$ cat src/rtl/rsa_plaintext_serializer.sv
// rtl/rsa_plaintext_serializer.sv - captures RSA plaintext and streams it MSB-byte-first (optional RSA_SER_SKIP_ZERO_EN skips leading zero beats)
module rsa_plaintext_serializer #(
  parameter int DATA_W = 256,
  parameter int BYTE_W = 8
) (
  input  logic              clk,
  input  logic              reset,
  input  logic [DATA_W-1:0] m_in,
  input  logic              m_valid,
  output logic              busy,
  output logic              drop,
  output logic [BYTE_W-1:0] out_data,
  output logic              out_valid,
  input  logic              out_ready,
  output logic              out_last,
  output logic              done
);

  localparam int NBEATS = DATA_W / BYTE_W;
  localparam int CNT_W  = (NBEATS > 1) ? $clog2(NBEATS) : 1;

  typedef enum logic {
    IDLE = 1'b0,
    SEND = 1'b1
  } state_t;

  state_t            state_q, state_d;
  logic [DATA_W-1:0] shreg_q, shreg_d;
  logic [CNT_W-1:0]  cnt_q, cnt_d;
  logic              drop_q, drop_d;
  logic              done_q, done_d;

  logic [DATA_W-1:0] load_shreg;
  logic [CNT_W-1:0]  load_cnt;

`ifdef RSA_SER_SKIP_ZERO_EN
  localparam int SH_W = (DATA_W > 1) ? $clog2(DATA_W) : 1;

  logic [CNT_W-1:0] enc_k;
  logic [SH_W-1:0]  shift_amt;

  // Priority encoder: highest nonzero beat index; an all-zero message still emits one beat.
  always_comb begin
    enc_k = '0;
    for (int i = 0; i < NBEATS; i++) begin
      if (m_in[i*BYTE_W +: BYTE_W] != '0) begin
        enc_k = CNT_W'(i);
      end
    end
    shift_amt  = SH_W'(BYTE_W * (NBEATS - 1 - int'(enc_k)));
    load_shreg = m_in << shift_amt;
    load_cnt   = enc_k;
  end
`else
  // Full-length capture: every beat is sent, leading zeros included.
  always_comb begin
    load_shreg = m_in;
    load_cnt   = CNT_W'(NBEATS - 1);
  end
`endif

  // State and datapath registers; reset discards any held message.
  always_ff @(posedge clk) begin
    if (reset) begin
      state_q <= IDLE;
      shreg_q <= '0;
      cnt_q   <= '0;
      drop_q  <= 1'b0;
      done_q  <= 1'b0;
    end else begin
      state_q <= state_d;
      shreg_q <= shreg_d;
      cnt_q   <= cnt_d;
      drop_q  <= drop_d;
      done_q  <= done_d;
    end
  end

  // Next-state logic: load in IDLE, shift out one beat per transfer in SEND.
  always_comb begin
    state_d = state_q;
    shreg_d = shreg_q;
    cnt_d   = cnt_q;
    drop_d  = 1'b0;
    done_d  = 1'b0;
    case (state_q)
      IDLE: begin
        if (m_valid) begin
          shreg_d = load_shreg;
          cnt_d   = load_cnt;
          state_d = SEND;
        end
      end
      SEND: begin
        // A new result arriving mid-stream, even on the final transfer, is lost.
        if (m_valid) begin
          drop_d = 1'b1;
        end
        if (out_ready) begin
          shreg_d = shreg_q << BYTE_W;
          cnt_d   = cnt_q - CNT_W'(1);
          if (cnt_q == '0) begin
            state_d = IDLE;
            done_d  = 1'b1;
          end
        end
      end
      default: state_d = IDLE;
    endcase
  end

  assign busy      = (state_q == SEND);
  assign out_valid = (state_q == SEND);
  assign out_data  = (state_q == SEND) ? shreg_q[DATA_W-1 -: BYTE_W] : '0;
  assign out_last  = (state_q == SEND) && (cnt_q == '0);
  assign drop      = drop_q;
  assign done      = done_q;

endmodule

$ cat config.mk
export PLATFORM = sky130hd
export DESIGN_NAME = rsa_plaintext_serializer
export DESIGN_NICKNAME = d
export VERILOG_FILES = /design/src/rtl/rsa_plaintext_serializer.sv
export SDC_FILE = /design/constraint.sdc
export NUM_CORES = 1
export LEC_CHECK = 0
export ABC_AREA = 1
export CAP_MARGIN = 0
export CORE_UTILIZATION = 40
export CTS_CLUSTER_DIAMETER = 40
export DETAILED_ROUTE_END_ITERATION = 16
export GPL_TIMING_DRIVEN = 1
export PLACE_DENSITY = 0.66
export SLEW_MARGIN = 15
export SYNTH_ARGS = -nofsm -noshare
export SYNTH_HDL_FRONTEND = slang
export SYNTH_SLANG_ARGS = --single-unit
export TNS_END_PERCENT = 1
$ cat constraint.sdc
create_clock -name clk -period 1.66 [get_ports clk]
set_input_delay 0.166 -clock clk [delete_from_list [all_inputs] [get_ports clk]]
set_output_delay 0.166 -clock clk [all_outputs]
set_load 0.02 [all_outputs]
Yosys cells after proc, flatten, opt, wreduce, memory -nomap -nowiden

Cells that the tools add are included.

Equal/unequal tests: 2
Bitwise operators: 2
Mux-type cells: 12
Reduce and logical (&&, ||, !) cells: 5
Add/sub/neg operators: 1

Operators with widths:

| operator                                         | number |
|---|---|
| 2-to-1 mux 256 bit                               | 2 |
| one-hot mux 256 bit (2 select lines)             | 1 |
| 2-to-1 mux 5 bit                                 | 2 |
| one-hot mux 5 bit (2 select lines)               | 1 |
| 2-to-1 mux 8 bit                                 | 1 |
| zero test 5 bit                                  | 1 |
| subtractor 5 x 1 -> 5 bit, second input constant | 1 |
| 2-to-1 mux 1 bit                                 | 4 |
| != test 2 bit, second input constant             | 2 |
| OR reduction 3 bit                               | 1 |
| NOT 1 bit                                        | 2 |
| one-hot mux 1 bit (2 select lines)               | 1 |
| AND reduction 2 bit                              | 1 |
| OR reduction 2 bit                               | 1 |
| logical AND 1 bit                                | 1 |

Input port bits: 260
Output and inout port bits: 13
Logic and storage cells: 27
Register bits after elaboration: 264

Depth between registers and ports, before layout

Depth in word-level cells: 4
Mapped depth: 9
Gate-level depth less buffers: 7

Least setup slack after synthesis

No wires, ideal clock.

Path type: flip-flop to flip-flop
From: register state_q (netlist: busy)
To: register shreg_q[148]
Setup time: 0.125 ns
Path slack: 0.218 ns
Clock period less this slack: 1.442 ns
Data required time: 1.535 ns
Arrival time: 1.316 ns
Buffers on the path: 3
Stages on the path, launching flop included: 9
Cell sequence: dfxtp_1 -> buf_4 -> inv_6 -> nand2_4 -> nand2_8 -> buf_6 -> buf_4 -> o21ai_0 -> a31oi_1

Word-level cells in the longest chain between the ends: 3
Elaborated cells between the ends (all ways): 5
Those cells by class: eq/ne (2); mux (1); bitwise (1); reduce/logical (1)

RTL lines:

| what                                 | RTL line | RTL |
|---|---|---|
| from (decl)                          | 27       | `state_t state_q, state_d;` |
| from (signal assigned)               | 71       | `state_q <= state_d;` |
| NOT 1 bit (no source line)           | -        |  |
| != test 2 bit (no source line)       | -        |  |
| AND reduction 2 bit (no source line) | -        |  |
| to (signal assigned)                 | 72       | `shreg_q <= shreg_d;` |
| to (decl)                            | 28       | `logic [DATA_W-1:0] shreg_q, shreg_d;` |

Several ways; a longest one is shown, not always the timed one.
A chain may end at the register's enable or synchronous reset.

Final worst setup path

From: register cnt_q[0]
To: output out_last

Word-level cells in the longest chain between the ends: 2

RTL lines:

| what                   | RTL line | RTL |
|---|---|---|
| from (decl)            | 29       | `logic [CNT_W-1:0] cnt_q, cnt_d;` |
| from (signal assigned) | 73       | `cnt_q <= cnt_d;` |
| zero test 5 bit        | 115      | `assign out_last = (state_q == SEND) && (cnt_q == '0);` |
| logical AND 1 bit      | 115      |  |
| to (decl)              | 15       | `output logic out_last,` |

No other way between the ends.

==> results.md <==
- Sequential element share of the synthesized area: 0.478
- Fmax: 620 MHz
- DRC violation count after routing: 0
- Total power: 19.0 mW
- RSZ-0062 raised after global routing: yes
- Final hold violations: 0
- CP endpoint kind: output port
- Placed Area: 14000 sq um
- CTS tree: done
- WP buf/inv: 2
- Number of buffers created by CTS: 39
- Syn_nets: 1744
- Ys Warns: 0
- Max VDD drop: 647 uV
- Clock Pin Slew Worst Setup and Hold Paths: 0.06 ns
- Most frequent cells in the layout: 530 x nand2_1, 263 x dfxtp_1, 261 x clkdlybuf4s50_1
- Mapped Area: 11100 sq um
- Synth Area per Inst: 7.45 sq um
- Clk buf depth: 3
- Setup bufs post-CTS: 0
- Final instance area: 15400 sq um
- Worst-Margin Slew: 0.364 ns
- Critical path arrival: 1.45 ns
- CP Depth: 5
- Crit path max fanout: 4
- Die Y-Extent: 168 um
- Pin count of the biggest net entering global routing: 84
- Via density: 5.36
- Post-route ant nets: 0
- Grt total ovfl: 0
- Top cell type by total area after synthesis: dfxtp_1
- DR vias: 11.1k
- Mapped Cells: 1483
- Initial antenna violation count: 7
- Die area: 28300 sq um
- CORE AREA: 27000 sq um
- R2R depth: 6
- Hold_ws: 0.202 ns
- Final wirelength: 32900 um
- Layout net count: 1953
- Clk Tree Root Cell: clkbuf_16
- Commonest non-fill, non-tap cell in the layout: nand2_1
- Yosys reg bits: 264
- I/O pins: 273
- Synth cell types: 22
- Slew headroom: 0.757
- Drt initial violations: 1143
- Syn-to-layout area delta: 39.4%
- HPWL after DPL: 21800 um
- Clock latency on the worst-skew pair: 0.53 ns
- H-tree depth: 2
- IO Port Bufs: 272
- Status: finished, final reports clean
- Delay-heaviest family, CP: flip-flops
- Share of the synthesized area in the top cell type: 0.478
- Slowest-stage cell, CP: dfxtp_1
- Hold Path Class: in -> reg
- Power per standard cell area: 1230 nW/um^2
- Worst EP required: 1.49 ns
- Gr usage total: 0.227
- WL/cell: 15.9 um
- Layout filler cell count: 2527
- Vias in the first global route: 10.4k
- Drt pass-1 iters: 5
- Setup TNS Final: 0 ns
- Fin crit period: 1.61 ns
- Crit path cell chain: inv_2 > ha_4 > nand3_2 > nor2_1 > buf_4
- Max incr delay on CP: 0.32 ns
- Maxcap violations: 0
- Layout cells sized above 1: 0.0720
- Die width: 168 um
- CTS sink cnt: 264
- Area contributors post-synth: dfxtp_1 48%, nand2_1 18%, a31oi_1 14%, o21ai_0 7.2%, o21ai_1 4.2%
- CP Launch Type: register
- Ratio of final minimum period to clock period: 0.971
- Rows: 60
- First-pass GRT wire length: 52500 um
- Final slew viol count: 0
- Final setup fails: 0
- Leakage: 5.99 nW
- Initial core utilization: 0.409
- Routability cong.: 0.821
- Setup CP Type: reg -> out
- Clock Skew: 0.0225 ns
- Hold depth: 3
-- path summary, 6_finish.rpt --
path                                start                         to  slack, ns
setup / recovery    cnt_q[0]$_SDFFE_PP0P_                   out_last       0.05
hold / removal                   m_in[57]   shreg_q[57]$_SDFFE_PP0P_       0.20
setup reg to reg          busy$_SDFF_PP0_  shreg_q[150]$_SDFFE_PP0P_       0.08
hold reg to reg   shreg_q[3]$_SDFFE_PP0P_    shreg_q[3]$_SDFFE_PP0P_       0.46
-- flip-flops by register name, summed over array words and instances (netlist names) --
signal,flops
busy,1
cnt_q,5
done,1
drop,1
shreg_q,256
-- power breakdown --
part	internal [mW]	leakage [nW]	total (mW)	switching, mW
Clock	5.54	0.672	8.69	3.15
Combinational	1.34	3.12	2.89	1.55
Sequential	7.05	2.19	7.41	0.365
-- cell families (layout without fill, tap and decap cells) --
family                     after synthesis  count (layout)  synth area share
AOI/OAI and AO/OA                      513             513             0.260
adders and majority gates                1               1           0.00113
buffers and inverters                  159             399            0.0719
DFF                                    264             264             0.478
other                                    0               3                 0
and+or+nand+nor                        546             546             0.189
-- cell type report --
cell class | instances | area [sq um] | area share
diodes | 3 | 7.51 | 0.000487
clock buffers | 46 | 1040 | 0.0678
clock inverters | 26 | 352 | 0.0228
inverters | 18 | 83.8 | 0.00544
multi-input cells | 1060 | 4990 | 0.324
flip-flops and latches | 264 | 5290 | 0.343
well taps | 341 | 427 | 0.0277
repair buffers | 309 | 3210 | 0.209
-- cells in the mapped netlist --
master,n
nand3_1,2
nand2_8,1
a31oi_1,248
dfxtp_1,264
clkinv_1,1
inv_2,1
buf_2,50
o21ai_0,159
a21oi_1,14
nor2_1,9
o21ai_1,92
nand2_4,2
clkbuf_2,2
nand2_1,530
buf_1,3
inv_1,15
clkbuf_1,57
nor3_1,2
ha_1,1
inv_6,1
buf_6,5
buf_4,24
-- stage by stage --
step,utilization,setup slack [ns],cells
floorplan,-,0.218,1483
global placement,0.518,0.0124,1992
detailed placement,0.518,-0.0532,1992
CTS,0.569,0.00194,2064
global route,0.570,-0.0226,2066
finish,0.570,0.0480,2067
-- per-layer routing --
layer / vias to the layer above / wire, um / track usage / share of wire
met1: 5128 / 15300 / 0.301 / 0.46
li1: 5560 / - / - / -
met4: 8 / 480 / 0.0617 / 0.015
met2: 335 / 15100 / 0.370 / 0.46
met5: - / 53 / 0 / 0.0016
met3: 49 / 1980 / 0.0508 / 0.060
-- worst reg2reg max path, stage by stage, from the launching register on --
cell and delay [ns]:
dfxtp_4 0.42, buf_12 0.18, nand2_4 0.09, nand2_8 0.21
buf_12 0.29, o21ai_0 0.15, a31oi_1 0.17
-- timing repair --
| action | in CTS | in global routing |
|---|---|---|
| hold endpoints to repair | 0 | 0 |
| hold buffers | 0 | 0 |
| gates resized for setup | 41 | 12 |
| endpoints found under the setup margin | 11 | 25 |
| pin swaps | 1 | 1 |
(Power assumes the default switching activity.)
